<file path="src/rtl/matmul_fx_if.sv">
// Operand/result bus of the matmul_fx fixed-point matrix multiplier.
// Packing: element (0,0) sits in the MSBs, row-major.
interface matmul_fx_if #(
   parameter int unsigned S = 16,
   parameter int unsigned H = 4,
   parameter int unsigned W = 1,
   parameter int unsigned C = 2
);
   logic             start;
   logic             acc;
   logic [H*C*S-1:0] a;
   logic [C*W*S-1:0] b;
   logic [H*W*S-1:0] o;
   logic             busy;
   logic             done;
   logic             ovf;

   modport master (
      output start, acc, a, b,
      input  o, busy, done, ovf
   );

   modport slave (
      input  start, acc, a, b,
      output o, busy, done, ovf
   );
endinterface

</file>
<file path="src/rtl/matmul_fx.sv">
// Sequential fixed-point matrix multiplier: O = A*B or O = O + A*B, one row per C cycles.
// Define MATMUL_FX_SAT_EN to saturate overflowing results; otherwise they wrap.
module matmul_fx #(
   parameter int unsigned S    = 16,
   parameter int unsigned FRAC = 8,
   parameter int unsigned H    = 4,
   parameter int unsigned W    = 1,
   parameter int unsigned C    = 2
) (
   input logic        clk,
   input logic        rst,
   matmul_fx_if.slave bus
);
   localparam int unsigned AW = 2 * S + $clog2(C) + 1;
   localparam int unsigned RW = (H > 1) ? $clog2(H) : 1;
   localparam int unsigned KW = (C > 1) ? $clog2(C) : 1;
   localparam logic [AW-1:0] Half = AW'(1) << (FRAC - 1);

   typedef enum logic [1:0] {StIdle, StMac, StFin} state_e;

   state_e state_q, state_d;

   logic [H*C*S-1:0] a_q;
   logic [C*W*S-1:0] b_q;
   logic             acc_mode_q;
   logic [RW-1:0]    row_q;
   logic [KW-1:0]    col_q;
   logic             ovf_q;
   logic             done_q;

   logic signed [AW-1:0] lane_acc_q [W];
   logic signed [S-1:0]  o_q        [H][W];

   logic busy, done_d, accept, mac_en, last_k, last_row;

   logic signed [S-1:0]    a_el;
   logic signed [S-1:0]    b_el    [W];
   logic signed [2*S-1:0]  prod    [W];
   logic signed [AW-1:0]   preload [W];
   logic signed [AW-1:0]   base    [W];
   logic signed [AW-1:0]   sum     [W];
   logic signed [AW-1:0]   rnd     [W];
   logic signed [AW-1:0]   shr     [W];
   logic signed [S-1:0]    res     [W];
   logic [W-1:0]           lane_ovf;

   assign last_k   = (col_q == KW'(C - 1));
   assign last_row = (row_q == RW'(H - 1));

   // State register
   always_ff @(posedge clk) begin
      if (rst) begin
         state_q <= StIdle;
      end else begin
         state_q <= state_d;
      end
   end

   // Next-state logic
   always_comb begin
      state_d = state_q;
      unique case (state_q)
         StIdle:  if (bus.start) state_d = StMac;
         StMac:   if (last_k && last_row) state_d = StFin;
         StFin:   state_d = StIdle;
         default: state_d = StIdle;
      endcase
   end

   // Output / control decode
   always_comb begin
      busy   = 1'b0;
      done_d = 1'b0;
      accept = 1'b0;
      mac_en = 1'b0;
      unique case (state_q)
         StIdle:  accept = bus.start;
         StMac: begin
            busy   = 1'b1;
            mac_en = 1'b1;
         end
         StFin: begin
            busy   = 1'b1;
            done_d = 1'b1;
         end
         default: ;
      endcase
   end

   // Operand selection for the current (row, k) step
   always_comb begin
      a_el = '0;
      for (int i = 0; i < H; i++) begin
         for (int k = 0; k < C; k++) begin
            if (row_q == RW'(i) && col_q == KW'(k)) begin
               a_el = a_q[(H*C - (i*C + k))*S - 1 -: S];
            end
         end
      end
      for (int j = 0; j < W; j++) begin
         b_el[j] = '0;
         for (int k = 0; k < C; k++) begin
            if (col_q == KW'(k)) begin
               b_el[j] = b_q[(C*W - (k*W + j))*S - 1 -: S];
            end
         end
      end
   end

   // MAC lanes with round-half-up, rescale and range reduction
   always_comb begin
      for (int j = 0; j < W; j++) begin
         prod[j]    = a_el * b_el[j];
         preload[j] = acc_mode_q ?
                      ({{(AW-S){o_q[row_q][j][S-1]}}, o_q[row_q][j]} << FRAC) : '0;
         base[j]    = (col_q == '0) ? preload[j] : lane_acc_q[j];
         sum[j]     = base[j] + {{(AW-2*S){prod[j][2*S-1]}}, prod[j]};
         rnd[j]     = sum[j] + Half;
         shr[j]     = rnd[j] >>> FRAC;
         // In range only if every bit from S-1 upward matches the sign
         lane_ovf[j] = ~((&shr[j][AW-1:S-1]) | ~(|shr[j][AW-1:S-1]));
`ifdef MATMUL_FX_SAT_EN
         if (lane_ovf[j]) begin
            res[j] = shr[j][AW-1] ? {1'b1, {(S-1){1'b0}}} : {1'b0, {(S-1){1'b1}}};
         end else begin
            res[j] = shr[j][S-1:0];
         end
`else
         res[j] = shr[j][S-1:0];
`endif
      end
   end

   // Datapath registers
   always_ff @(posedge clk) begin
      if (rst) begin
         a_q        <= '0;
         b_q        <= '0;
         acc_mode_q <= 1'b0;
         row_q      <= '0;
         col_q      <= '0;
         ovf_q      <= 1'b0;
         done_q     <= 1'b0;
         for (int j = 0; j < W; j++) begin
            lane_acc_q[j] <= '0;
         end
         for (int i = 0; i < H; i++) begin
            for (int j = 0; j < W; j++) begin
               o_q[i][j] <= '0;
            end
         end
      end else begin
         done_q <= done_d;
         if (accept) begin
            a_q        <= bus.a;
            b_q        <= bus.b;
            acc_mode_q <= bus.acc;
            ovf_q      <= 1'b0;
            row_q      <= '0;
            col_q      <= '0;
         end else if (mac_en) begin
            for (int j = 0; j < W; j++) begin
               if (last_k) begin
                  o_q[row_q][j] <= res[j];
               end
               lane_acc_q[j] <= last_k ? '0 : sum[j];
            end
            if (last_k) begin
               col_q <= '0;
               row_q <= last_row ? '0 : row_q + RW'(1);
               if (|lane_ovf) begin
                  ovf_q <= 1'b1;
               end
            end else begin
               col_q <= col_q + KW'(1);
            end
         end
      end
   end

   for (genvar gi = 0; gi < H; gi++) begin : g_row
      for (genvar gj = 0; gj < W; gj++) begin : g_col
         assign bus.o[(H*W - (gi*W + gj))*S - 1 -: S] = o_q[gi][gj];
      end
   end

   assign bus.busy = busy;
   assign bus.done = done_q;
   assign bus.ovf  = ovf_q;

endmodule

</file>
<file path="src/flat_wrapper.sv">
// flat-port wrapper written by rule: the top's interface ports become plain ports
module matmul_fx_flat 
#(
   parameter int unsigned S    = 16,
   parameter int unsigned FRAC = 8,
   parameter int unsigned H    = 4,
   parameter int unsigned W    = 1,
   parameter int unsigned C    = 2
)
  (clk, rst, bus_start, bus_acc, bus_a, bus_b, bus_o, bus_busy, bus_done, bus_ovf);
  matmul_fx_if #(.S(S), .H(H), .W(W), .C(C)) bus_i ();
  input logic clk;
  input logic rst;
  input wire logic [$bits(bus_i.start)-1:0] bus_start;
  input wire logic [$bits(bus_i.acc)-1:0] bus_acc;
  input wire logic [$bits(bus_i.a)-1:0] bus_a;
  input wire logic [$bits(bus_i.b)-1:0] bus_b;
  output wire logic [$bits(bus_i.o)-1:0] bus_o;
  output wire logic [$bits(bus_i.busy)-1:0] bus_busy;
  output wire logic [$bits(bus_i.done)-1:0] bus_done;
  output wire logic [$bits(bus_i.ovf)-1:0] bus_ovf;
  assign bus_i.start = bus_start;
  assign bus_i.acc = bus_acc;
  assign bus_i.a = bus_a;
  assign bus_i.b = bus_b;
  assign bus_o = bus_i.o;
  assign bus_busy = bus_i.busy;
  assign bus_done = bus_i.done;
  assign bus_ovf = bus_i.ovf;
  matmul_fx #(.S(S), .FRAC(FRAC), .H(H), .W(W), .C(C)) u_core (.clk(clk), .rst(rst), .bus(bus_i));
endmodule
</file>
<file path="config.mk">
export PLATFORM = sky130hd
export DESIGN_NAME = matmul_fx_flat
export DESIGN_NICKNAME = d
export VERILOG_FILES = /design/src/rtl/matmul_fx_if.sv /design/src/rtl/matmul_fx.sv /design/src/flat_wrapper.sv
export SDC_FILE = /design/constraint.sdc
export NUM_CORES = 1
export LEC_CHECK = 0
export BUFFER_PORTS_ARGS = -buffer_cell sky130_fd_sc_hd__buf_2
export CORE_MARGIN = 5
export CORE_UTILIZATION = 50
export CTS_CLUSTER_SIZE = 16
export DETAILED_ROUTE_END_ITERATION = 7
export PLACE_DENSITY = 0.77
export SYNTH_ARGS = -nofsm -noshare
export SYNTH_HDL_FRONTEND = slang
export SYNTH_SLANG_ARGS = --single-unit
</file>
<file path="constraint.sdc">
create_clock -name clk -period 17.3 [get_ports clk]
set_input_delay 3.46 -clock clk [delete_from_list [all_inputs] [get_ports clk]]
set_output_delay 3.46 -clock clk [all_outputs]
set_load 0.02 [all_outputs]
</file>
Word-level counts from Yosys, hierarchy flattened:

Memory sizes are Yosys's and may differ from the RTL's. A register that Yosys moved wholly into a read port is not among the register bits.
Index checks and enable logic that the tools add are counted.

* reduce and logical (&&, ||, !) cells: 19
* multipliers: 1
* multiplexer cells: 39
* eq/ne operators: 7
* add/subtract/negate cells: 4
* bitwise gates (word level): 4

Operators with widths (number)
* $mux 16: 10
* $mux 34: 4
* $add 34x34->34: 1
* $add 34x8->34 const B: 1
* $reduce_or 34->1: 1
* $mul 16x16->32: 1
* $mux 1: 18
* $reduce_or 16->1: 1
* $mux 2: 6
* $reduce_and 11->1: 1
* $reduce_or 11->1: 1
* $logic_and 1x1->1: 8
* $eq 2x2->1 const B: 3
* $eq 2x1->1 const B: 2
* $logic_not 2->1: 2
* $pmux 2 s2: 1
* $reduce_and 2->1: 2
* $reduce_or 2->1: 2
* $not 1->1: 3
* $reduce_and 3->1: 1
* $add 2x1->2 const B: 1
* $ne 2x1->1 const B: 1
* $ne 2x2->1 const B: 1
* $add 1x1->1 const B: 1
* $or 1x1->1: 1

* input bits: 164
* output and inout bits: 67
* register bits: 168
* memories kept: 2
* bits in writable memories: 98

Memories
* u_core.o_q: words 4, width 16, read ports 5, clocked after Yosys merged registers in 1, wr ports 4, line matmul_fx.sv:32 `logic signed [S-1:0] o_q [H][W];`
* u_core.lane_acc_q: words 1, width 34, read ports 1, clocked after Yosys merged registers in 0, wr ports 1, line matmul_fx.sv:31 `logic signed [AW-1:0] lane_acc_q [W];`

Longest topological paths before layout:

Gate-level depths: netlist of run 1.

* depth after elaboration: 18
* gate-level depth with buffers: 48
* mapped depth without buffers: 45

Worst setup path after synthesis of run 1:

No wires, ideal clock.

* kind: flip-flop to flip-flop
* start: reg u_core.col_q
* end: reg u_core.ovf_q, in the netlist u_core.bus.ovf
* clock period less this slack: 10.886 ns
* path slack: 6.414 ns
* path buffers: 4
* required time: 17.162 ns
* cell stages (with the launch flop): 40
* arrival time: 10.748 ns
* path through: dfxtp_1 > clkbuf_1 > clkbuf_1 > buf_1 > clkbuf_1 > mux2i_1 > a21oi_1 > nor2_1 > a21oi_1 > nand2_1 > fa_1 > fa_1 > fa_1 > inv_1 > fa_1 > fa_1 > inv_1 > fa_1 > (+4 left out) > a31oi_1 > a21o_1 > a21oi_1 > xnor2_1 > ha_1 > a21oi_1 > o21ai_0 > a21boi_0 > a211oi_1 > a221o_1 > or2_4 > or4b_4 > or3_4 > or4_4 > nor4b_1 > nor3_1 > o311ai_1 > o311ai_1

* cells in the longest elaborated chain, start to end: 18

RTL lines
* start, declared: line matmul_fx.sv:27 `logic [KW-1:0] col_q;`
* start signal, assigned: line matmul_fx.sv:175 `col_q <= col_q + KW'(1);`
* $not 1->1: line matmul_fx.sv:95 `if (row_q == RW'(i) && col_q == KW'(k)) begin`
* $logic_and 1x1->1: line matmul_fx.sv:95
* $mux 16 (8 in a row): line matmul_fx.sv:95
* $mul 16x16->32: line matmul_fx.sv:113 `prod[j] = a_el * b_el[j];`
* $add 34x34->34: line matmul_fx.sv:117 `sum[j] = base[j] + {{(AW-2*S){prod[j][2*S-1]}}, prod[j]};`
* $add 34x8->34: line matmul_fx.sv:118 `rnd[j] = sum[j] + Half;`
* $reduce_or 11->1: line matmul_fx.sv:121 `lane_ovf[j] = ~((&shr[j][AW-1:S-1]) | ~(|shr[j][AW-1:S-1]));`
* $not 1->1: line matmul_fx.sv:121
* $or 1x1->1: line matmul_fx.sv:121
* $not 1->1 (no source line)
* $reduce_and 3->1 (no source line) (*)
* end signal, assigned: line matmul_fx.sv:142 `ovf_q <= 1'b0;`
* end signal, assigned: line matmul_fx.sv:158 `ovf_q <= 1'b0;`
* end signal, assigned: line matmul_fx.sv:172 `ovf_q <= 1'b1;`
* end, declared: line matmul_fx.sv:28 `logic ovf_q;`

Every way passes the cells marked *; elsewhere a longest branch is shown, timed or not.
A chain may end at the register's enable or synchronous reset.

Worst setup path after layout of run 1:

Ends and elaborated chain as after synthesis.

==> results.sh, run 1 <==
export IMPL_whs_ns=0.4533
export IMPL_crit_required_ns=17.72
export IMPL_swShare_pct=46.75
export IMPL_cts_resized=0
export IMPL_max_freq_mhz=78.53
export IMPL_power_density_nw_per_um2=143.7
export IMPL_p_comb_share_pct=59.8
export IMPL_gp_congestion=0.9867
export IMPL_place_hpwl_um=53540
export IMPL_wl_per_cell_um=19.27
export IMPL_crit_start="u_core.col_q"
export IMPL_overflow=0
export IMPL_slew_headroom_pct=15.89
export IMPL_whs_path_depth=2
export IMPL_clock_root_buffer="clkbuf_16"
export IMPL_synthArstFlopShare_pct=0
export IMPL_grt_setup_unrepaired="false"
export IMPL_dieArea_um2=51540
export IMPL_r2r_start="u_core.col_q"
export IMPL_path_clk_slew_ns=0.06
export IMPL_synth_avg_cell_area_um2=8.780
export IMPL_cts_htree_levels=1
export IMPL_reg2reg_depth=39
export IMPL_synth_area_um2=23550
export IMPL_yosysWarnings=0
export IMPL_outcome="finished, final reports clean"
export IMPL_cts_buffers=29
export IMPL_rows=79
export IMPL_ys_ff_latch=268
export IMPL_fp_dieW_um=227.0
export IMPL_cpMostUsedCell="fa_1"
export IMPL_path_depth=39
export IMPL_synth_area_leaders="fa_1, dfxtp_1, edfxtp_1, nand2_1, ha_1"
export IMPL_cts_hold_buf=0
export IMPL_worst_slack_ns=4.566
export IMPL_die_y_um=227.0
export IMPL_grt_max_degree=105
export IMPL_clk_latency_ns=0.56
export IMPL_cp_slowest_cell="a21oi_1"
export IMPL_n_antenna_cell=0
export IMPL_port_buffers=230
export IMPL_crit_fanout=55
export IMPL_post_cts_setup_buffer_count=0
export IMPL_cts_tree="built"
export IMPL_drive_above_1_share_pct=13.20
export IMPL_max_stage_delay_ns=0.82
export IMPL_regToRegSetupSlack_ns=4.57
export IMPL_worstSetupEndpointType="flop"
export IMPL_grt_usage_pct=26.16
export IMPL_critPathLaunchType="flop"
export IMPL_critPathKind="flop to flop"
export IMPL_clock_path_buffers=3
export IMPL_ir_worst_vdd_v=0.00009603
export IMPL_area_growth_pct=11.27
export IMPL_dp_cells=3418
export IMPL_synthFlopType="dfxtp_1"
export IMPL_firstDrtPassIters=6
export IMPL_antenna_found_initial=0
export IMPL_drc_errors=0
export IMPL_finalCritPeriodShare_pct=73.61
export IMPL_cp_arrival_ns=13.15
export IMPL_final_setup_tns_ns=0
export IMPL_core_um2=46560
export IMPL_routed_wl_um=66900
export IMPL_regToRegEndpoint="u_core.bus.ovf"
export IMPL_via_per_inst=5.595
export IMPL_yosysUniqueCellTypes=80
export IMPL_cp_top_family="adder cells"
export IMPL_synthCells=2682
export IMPL_ys_seq_area_share_pct=26.95
export IMPL_via_count=19420
export IMPL_fin_util_pct=56.28
export IMPL_synth_top_area_share_pct=22.36
export IMPL_io_pins=231
export IMPL_place_ws_ns=4.845
export IMPL_postRouteAntennaNets=0
export IMPL_hp_class="flop to flop"
export IMPL_hold_viol_final=0
export IMPL_numClockSinks=268
export IMPL_instances_no_fill=3471
export IMPL_slew_viol_final=0
export IMPL_start_util_pct=50.58
export IMPL_synth_edf_count=98
export IMPL_p_clk_share_pct=18.1
export IMPL_cp_num_buf_inv=5
export IMPL_drv_cap=0
export IMPL_period_minus_slack_ns=12.73
export IMPL_syn_nets=3234
export IMPL_p_int_mw=2.005
export IMPL_power_frac_seq_pct=22.1
export IMPL_final_setup_viol_count=0
export IMPL_synth_top_area_cell="fa_1"
export IMPL_grt_pass1_vias=20200
export IMPL_critical_path_endpoint="u_core.bus.ovf"
export IMPL_p_switching_mw=1.760
export IMPL_p_leak_nw=11.84
export IMPL_drt_initial_drc_count=1495
export IMPL_clock_skew_ns=0.01384
export IMPL_tightestPinTransition_ns=1.262
export IMPL_nNetsFinal=3394
export IMPL_grt_pass1_wl_um=107700
-- final cells by class --
class / count / area [um2]
fill: 4071 / 20350
clock inverter: 19 / 285.3
timing repair buffer: 248 / 1289
clock buffer: 34 / 754.5
inverter: 346 / 1299
tap: 607 / 759.5
sequential: 268 / 6350
multi-input combinational: 1949 / 15460
-- layer usage --
metal	wire (um)	global-route usage, %	vias up
met1	28220	35.29	9531
met2	31550	43.47	736
li1	-	-	9018
met4	2333	8.140	0
met5	0	0	-
met3	4792	4.681	135
-- Yosys cell counts, drive strengths merged (21+ instances only) --
master  count
nor2      280
or2        21
a21o       31
o21ai      38
mux2       28
clkbuf    103
xor2       21
mux2i      70
and2       25
a211oi     29
ha        125
nand3      23
inv       346
fa        263
edfxtp     98
nand2     493
dfxtp     170
a21oi     258
xnor2      53
-- registers in the layout, summed over array words and instances, names as in the netlist, named ones only --
signal,cells
u_core.b_q,32
u_core.lane_acc_q,34
u_core.acc_mode_q,1
u_core.bus.done,1
u_core.row_q,2
u_core.bus.ovf,1
u_core.state_q,2
u_core.o_q,64
u_core.a_q,128
u_core.col_q,1
-- how the worst min path moves through the flow --
stage	from	slack [ns]	to
after CTS	u_core.a_q[95]	0.45	u_core.a_q[95]
final	u_core.a_q[74]	0.45	u_core.a_q[74]
after global routing	u_core.a_q[66]	0.47	u_core.a_q[66]
after detailed placement	u_core.a_q[95]	0.45	u_core.a_q[95]
after floorplan	u_core.a_q[64]	0.43	u_core.a_q[64]
after global placement	u_core.a_q[78]	0.44	u_core.a_q[78]
-- worst min-delay path, cell delays in order (launching register included) --
cell,delay [ns]
dfxtp_1,0.31
nand2_1,0.05
a21oi_1,0.05
-- power by group through the flow --
stage	combinational, mW	sequential (mW)	clock, mW
2_1_floorplan	1.65	0.818	0
3_3_place_gp	2.16	0.837	0
3_5_place_dp	2.19	0.841	0
4_1_cts	2.23	0.828	0.688
5_1_grt	2.50	0.839	0.715
6_report	2.25	0.831	0.683
-- placed cells by master (no fill, tap or decap), types with 11 or more instances in the layout --
| cell | instances |
|---|---|
| buf_2 | 229 |
| ha_1 | 125 |
| nand3_1 | 23 |
| xnor2_1 | 52 |
| mux2i_1 | 69 |
| inv_1 | 345 |
| buf_4 | 19 |
| xor2_1 | 20 |
| mux2_2 | 26 |
| mux4_2 | 16 |
| o21ai_0 | 31 |
| a211oi_1 | 27 |
| a21o_1 | 30 |
| nor3_1 | 17 |
| clkbuf_16 | 29 |
| nand2_1 | 492 |
| dfxtp_1 | 169 |
| a21oi_1 | 257 |
| fa_1 | 263 |
| nor2_1 | 280 |
| nand2b_1 | 15 |
| a22o_1 | 15 |
| and3_1 | 11 |
| or2_2 | 18 |
| and2_1 | 24 |
| edfxtp_1 | 98 |
-- cell families after synthesis --
logic type                 Yosys count  synth area share (%)
buffers and inverters              465                 7.487
adders and majority gates          388                 29.00
AOI/OAI and AO/OA                  439                 11.20
xor gates and xnor gates            74                 2.816
DFF                                268                 26.95
muxes                              114                 5.845
and+or+nand+nor                    934                 16.71
-- through the flow --
step	power, mW	area, um2
finish	3.765	26200
global route	4.060	26200
CTS	3.750	26200
detailed placement	3.034	25160
global placement	2.994	25160
floorplan	2.466	23550
Power figures use the tool's default switching activity.
==> run 2, diff against run 1 <==
--- a/config.mk
+++ b/config.mk
@@ -5,12 +5,13 @@
 export SDC_FILE = /design/constraint.sdc
 export NUM_CORES = 1
 export LEC_CHECK = 0
+export ABC_AREA = 1
 export BUFFER_PORTS_ARGS = -buffer_cell sky130_fd_sc_hd__buf_2
 export CORE_MARGIN = 5
 export CORE_UTILIZATION = 50
 export CTS_CLUSTER_SIZE = 16
 export DETAILED_ROUTE_END_ITERATION = 7
-export PLACE_DENSITY = 0.77
+export PLACE_DENSITY = 0.8
 export SYNTH_ARGS = -nofsm -noshare
 export SYNTH_HDL_FRONTEND = slang
 export SYNTH_SLANG_ARGS = --single-unit
==> constraint.sdc (replaced) <==
create_clock -name clk -period 11.6 [get_ports clk]
set_input_delay 2.32 -clock clk [delete_from_list [all_inputs] [get_ports clk]]
set_output_delay 2.32 -clock clk [all_outputs]
set_load 0.02 [all_outputs]
==> run 2 against run 1 <==
Compared with the run above: sequential share of layout area down 1.1 points; utilization shrank 0.27 points; via count up 18%; synthesized cell count up 26%; hold slack got worse by 0.0046 ns; clock skew rose by 0.028 ns; wire length is 13% higher; synthesized area increased by 5.0%; final cell count grew 22%; first-iteration DRC count rose by 53%; critical path depth is 14 higher; largest cell class unchanged; highest routed layer unchanged.
==> results.sh, run 2 <==
export IMPL_critPathKind="flop to flop"
export IMPL_cts_resized=0
export IMPL_cts_tree="built"
export IMPL_ys_ff_latch=268
export IMPL_worstSetupEndpointType="flop"
export IMPL_port_buffers=230
export IMPL_final_setup_viol_count=0
export IMPL_slew_viol_final=0
export IMPL_finalCritPeriodShare_pct=92.92
export IMPL_cts_htree_levels=1
export IMPL_via_per_inst=5.417
export IMPL_use_met1_pct=37.24
export IMPL_reg2reg_depth=53
export IMPL_grt_pass1_wl_um=120800
export IMPL_r2r_start="u_core.row_q[0]"
export IMPL_fp_dieW_um=232.3
export IMPL_via_count=22990
export IMPL_fin_util_pct=56.01
export IMPL_regToRegSetupSlack_ns=0.82
export IMPL_grt_pass1_vias=22770
export IMPL_synth_top_area_share_pct=21.30
export IMPL_cts_buffers=29
export IMPL_dieArea_um2=53970
export IMPL_grt_met2_usage_pct=45.13
export IMPL_synth_edf_count=98
export IMPL_synthCells=3382
export IMPL_period_minus_slack_ns=10.78
export IMPL_cp_top_family="adder cells"
export IMPL_tightestPinTransition_ns=1.139
export IMPL_crit_required_ns=12.08
export IMPL_place_area_um2=26460
export IMPL_die_y_um=232.3
export IMPL_ys_seq_area_share_pct=25.68
export IMPL_numClockSinks=268
export IMPL_top_usage_layer="met2"
export IMPL_nNetsFinal=4106
export IMPL_overflow=0
export IMPL_critPathLaunchType="flop"
export IMPL_drc_errors=0
export IMPL_grt_usage_pct=28.06
export IMPL_cts_hold_buf=0
export IMPL_synth_common_cells="nor2_1, nand2_1, inv_1"
export IMPL_clock_skew_ns=0.04157
export IMPL_grt_max_degree=103
export IMPL_cp_arrival_ns=11.26
export IMPL_drv_cap=0
export IMPL_yosysMostFrequentCell="nor2_1"
export IMPL_synthFlopType="dfxtp_1"
export IMPL_synthArstFlopShare_pct=0
export IMPL_synth_area_um2=24710
export IMPL_io_pins=231
export IMPL_post_cts_setup_buffer_count=0
export IMPL_hp_class="flop to flop"
export IMPL_place_hpwl_um=60440
export IMPL_antenna_found_initial=2
export IMPL_hold_path_startpoint="u_core.b_q[21]"
export IMPL_core_um2=48950
export IMPL_synth_avg_cell_area_um2=7.307
export IMPL_drt_initial_drc_count=2280
export IMPL_grt_setup_unrepaired="false"
export IMPL_start_util_pct=50.49
export IMPL_yosysUniqueCellTypes=41
export IMPL_synth_area_leaders="fa_1, dfxtp_1, edfxtp_1, nor2_1, nand2_1"
export IMPL_slew_headroom_pct=23.61
export IMPL_rows=81
export IMPL_regMostFlops="u_core.a_q"
export IMPL_cp_slowest_cell="fa_1"
export IMPL_max_stage_delay_ns=0.59
export IMPL_cpMostUsedCell="nand2_1"
export IMPL_yosysWarnings=0
export IMPL_clk_latency_ns=0.59
export IMPL_clock_root_buffer="clkbuf_16"
export IMPL_routed_wl_um=75510
export IMPL_crit_fanout=17
export IMPL_largest_register_ffs=128
export IMPL_syn_nets=3934
export IMPL_final_common_cell="nor2_1"
export IMPL_final_setup_tns_ns=0
export IMPL_postRouteAntennaNets=0
export IMPL_clock_path_buffers=3
export IMPL_gp_congestion=0.9942
export IMPL_regToRegEndpoint="u_core.bus.ovf"
export IMPL_max_freq_mhz=92.77
export IMPL_cp_num_buf_inv=6
export IMPL_wl_per_cell_um=17.79
export IMPL_area_growth_pct=10.94
export IMPL_path_clk_slew_ns=0.06
export IMPL_mostFrequentLayoutCells="nor2_1, nand2_1, inv_1, fa_1, o21ai_0"
export IMPL_stdcell_area_um2=27420
export IMPL_min_to="u_core.b_q[21]"
export IMPL_path_depth=53
export IMPL_grt_use_met3_pct=5.429
export IMPL_synth_top_area_cell="fa_1"
export IMPL_firstDrtPassIters=5
export IMPL_outcome="finished, final reports clean"
export IMPL_drive_above_1_share_pct=9.673
export IMPL_top_regs="u_core.a_q (128), u_core.o_q (64), u_core.lane_acc_q (34)"
export IMPL_hold_viol_final=0
export IMPL_whs_path_depth=2
[run 2: cell types whose count changed after synthesis, sizes merged, moves of 66 or more]
cell and change:
o21ai +231, nor2 +437, nand2 +196, inv +243, a21oi -196, mux2i -70
nand3 +66
[run 2: logic make-up after synthesis]
| logic type | after synthesis | share of synthesized area, % |
|---|---|---|
| xor gates and xnor gates | 45 | 1.595 |
| DFF | 268 | 25.68 |
| AOI/OAI and AO/OA | 410 | 9.159 |
| buffers and inverters | 711 | 10.80 |
| and+or+nand+nor | 1560 | 25.14 |
| adders and majority gates | 388 | 27.63 |
[run 2: layout make-up]
cell class	instances	area [um2]
clock inverter	14	151.4
clock buffer	40	797.0
multi-input combinational	2403	15710
antenna	3	7.507
fill	4578	21530
timing repair buffer	252	1316
tap	664	830.8
inverter	600	2256
sequential	268	6347
[run 2: worst register-to-register path, delay by kind of cell (launching register included)]
kind	cells	cell delay [ns]
AO/OA/AOI/OAI	11	2.22
adder cells (fa/ha/maj)	9	4.09
buffers and inverters	6	0.74
flip-flops	1	0.42
AND/OR/NAND/NOR	27	3.20
[run 2: worst max-delay path by stage]
stage / startpoint / endpoint / slack (ns)
6_report: u_core.row_q[0] / u_core.bus.ovf / 0.82
5_1_grt: u_core.row_q[0] / u_core.bus.ovf / 0.005
4_1_cts: u_core.row_q[0] / u_core.bus.ovf / 0.67
3_5_place_dp: u_core.row_q[0] / u_core.bus.ovf / 0.74
3_3_place_gp: u_core.row_q[0] / u_core.bus.ovf / 0.79
2_1_floorplan: u_core.row_q[0] / u_core.bus.ovf / 2.63
[run 2: metrics by stage]
step / hold WS, ns / cells / worst slack, ns
2_1_floorplan: 0.4244 / 3382 / 2.628
3_3_place_gp: 0.4356 / 4187 / 0.7911
3_5_place_dp: 0.4413 / 4187 / 0.7425
4_1_cts: 0.4499 / 4241 / 0.6680
5_1_grt: 0.4800 / 4243 / 0.005147
6_report: 0.4488 / 4244 / 0.8209
[run 2: per-layer routing]
metal / share of wire [%] / vias to the layer above
li1: - / 10790
met1: 40 / 10850
met2: 46 / 1128
met3: 9.5 / 220
met4: 5.1 / 0
met5: 0 / -
Power of run 2 is left out: the tool's default activity adds up to more than one toggle a clock period on the data nets, which glitch-free logic cannot reach.
==> run 3, diff against run 2 <==
--- a/config.mk
+++ b/config.mk
@@ -11,7 +11,7 @@
 export CORE_UTILIZATION = 50
 export CTS_CLUSTER_SIZE = 16
 export DETAILED_ROUTE_END_ITERATION = 7
-export PLACE_DENSITY = 0.8
+export PLACE_DENSITY = 0.82
 export SYNTH_ARGS = -nofsm -noshare
 export SYNTH_HDL_FRONTEND = slang
 export SYNTH_SLANG_ARGS = --single-unit
==> run 3 against run 2 <==
Compared with the run above: clock skew is 0.039 ns higher; final cell count rose by 0.19%; final area increased by 0.19%; critical path type unchanged.
==> results.sh, run 3 (synthesized netlist as in run 2, its figures left out) <==
export IMPL_cts_buffers=28
export IMPL_clock_skew_ns=0.08032
export IMPL_antenna_found_initial=1
export IMPL_instances_no_fill=4252
export IMPL_io_pins=231
export IMPL_critPathLaunchType="flop"
export IMPL_clock_path_buffers=3
export IMPL_max_stage_delay_ns=0.59
export IMPL_final_common_cell="nor2_1"
export IMPL_grt_pass1_vias=22340
export IMPL_cts_tree="built"
export IMPL_dp_cells=4193
export IMPL_drc_errors=0
export IMPL_finalCritPeriodShare_pct=92.35
export IMPL_fin_util_pct=56.12
export IMPL_worst_slack_ns=0.8869
export IMPL_cp_arrival_ns=11.20
export IMPL_mostFrequentLayoutCells="nor2_1, nand2_1, inv_1, fa_1, o21ai_0"
export IMPL_via_count=22840
export IMPL_outcome="finished, final reports clean"
export IMPL_top_regs="u_core.a_q (128), u_core.o_q (64), u_core.lane_acc_q (34)"
export IMPL_area_growth_pct=11.15
export IMPL_start_util_pct=50.49
export IMPL_nNetsFinal=4119
export IMPL_drive_above_1_share_pct=10.18
export IMPL_period_minus_slack_ns=10.71
export IMPL_core_um2=48950
export IMPL_critPathKind="flop to flop"
export IMPL_cpMostUsedCell="nand2_1"
export IMPL_final_setup_viol_count=0
export IMPL_cts_hold_buf=0
export IMPL_tightestPinTransition_ns=1.118
export IMPL_cp_slowest_cell="fa_1"
export IMPL_slew_viol_final=0
export IMPL_hold_viol_final=0
export IMPL_path_clk_slew_ns=0.06
export IMPL_grt_pass1_wl_um=118700
export IMPL_num_fill_cells=4472
export IMPL_worstSetupEndpointType="flop"
export IMPL_die_y_um=232.3
export IMPL_drt_initial_drc_count=2373
export IMPL_grt_max_degree=124
export IMPL_rows=81
export IMPL_postRouteAntennaNets=0
export IMPL_crit_required_ns=12.09
export IMPL_clock_root_buffer="clkbuf_16"
export IMPL_overflow=0
export IMPL_top_usage_layer="met2"
export IMPL_wl_per_cell_um=17.70
export IMPL_max_freq_mhz=93.34
export IMPL_clk_latency_ns=0.61
export IMPL_whs_ns=0.4522
export IMPL_via_per_inst=5.370
export IMPL_place_hpwl_um=60040
export IMPL_drv_cap=0
export IMPL_place_ws_ns=0.7553
export IMPL_hp_class="flop to flop"
export IMPL_firstDrtPassIters=6
export IMPL_largest_register_ffs=128
export IMPL_gp_congestion=1.001
export IMPL_use_met1_pct=37.23
export IMPL_cts_htree_levels=1
export IMPL_regMostFlops="u_core.a_q"
export IMPL_slew_headroom_pct=25.44
export IMPL_numClockSinks=268
export IMPL_grt_use_met3_pct=5.197
export IMPL_fp_dieW_um=232.3
export IMPL_grt_met2_usage_pct=44.74
export IMPL_dieArea_um2=53970
export IMPL_grt_usage_pct=27.70
export IMPL_routed_wl_um=75270
export IMPL_crit_fanout=17
export IMPL_port_buffers=230
-- run 3: metal layers --
metal | up-vias | share of wire [%]
met4 | 0 | 4.9
met5 | - | 0
met3 | 198 | 9.8
met2 | 1141 | 45
met1 | 10700 | 40
li1 | 10800 | -
-- run 3: worst paths after layout --
kind | startpoint | to | slack, ns | cells past startpoint
worst max-delay path | u_core.row_q[0] | u_core.bus.ovf | 0.89 | 51
worst min-delay path | u_core.b_q[16] | u_core.b_q[16] | 0.45 | 2
worst max register to register | u_core.row_q[0] | u_core.bus.ovf | 0.89 | 51
worst min register to register | u_core.b_q[16] | u_core.b_q[16] | 0.45 | 2
-- run 3: critical path: cells and delay by family (launching register included) --
kind / cells / cell delay (ns)
AO/OA/AOI/OAI: 11 / 2.20
adder cells (fa/ha/maj): 9 / 4.02
AND/OR/NAND/NOR: 24 / 3.04
XOR/XNOR: 1 / 0.17
flip-flops: 1 / 0.42
buffers and inverters: 6 / 0.71
-- run 3: timing repair --
| item | CTS | global route |
|---|---|---|
| resized for setup | 0 | 9 |
| setup endpoints to repair | 0 | 1 |
| setup buffers | 0 | 8 |
| endpoints found under the hold margin | 0 | 0 |
-- run 3: area by class of cell --
cell class | count | area [um2] | area share (%)
Multi-Input combinational cell | 2403 | 15710 | 57.20
Sequential cell | 268 | 6347 | 23.11
Inverter | 600 | 2271 | 8.267
Clock inverter | 9 | 90.09 | 0.3279
Timing Repair Buffer | 266 | 1421 | 5.174
Antenna cell | 1 | 2.502 | 0.009110
Clock buffer | 41 | 793.3 | 2.888
Tap cell | 664 | 830.8 | 3.024
-- run 3: through the flow --
stage          cell area (um2)  setup TNS [ns]
3_3_place_gp             26500               0
2_1_floorplan            24710               0
5_1_grt                  27470       -0.005807
4_1_cts                  27390               0
3_5_place_dp             26500               0
6_report                 27470               0
Power of run 3 is left out for the same reason.
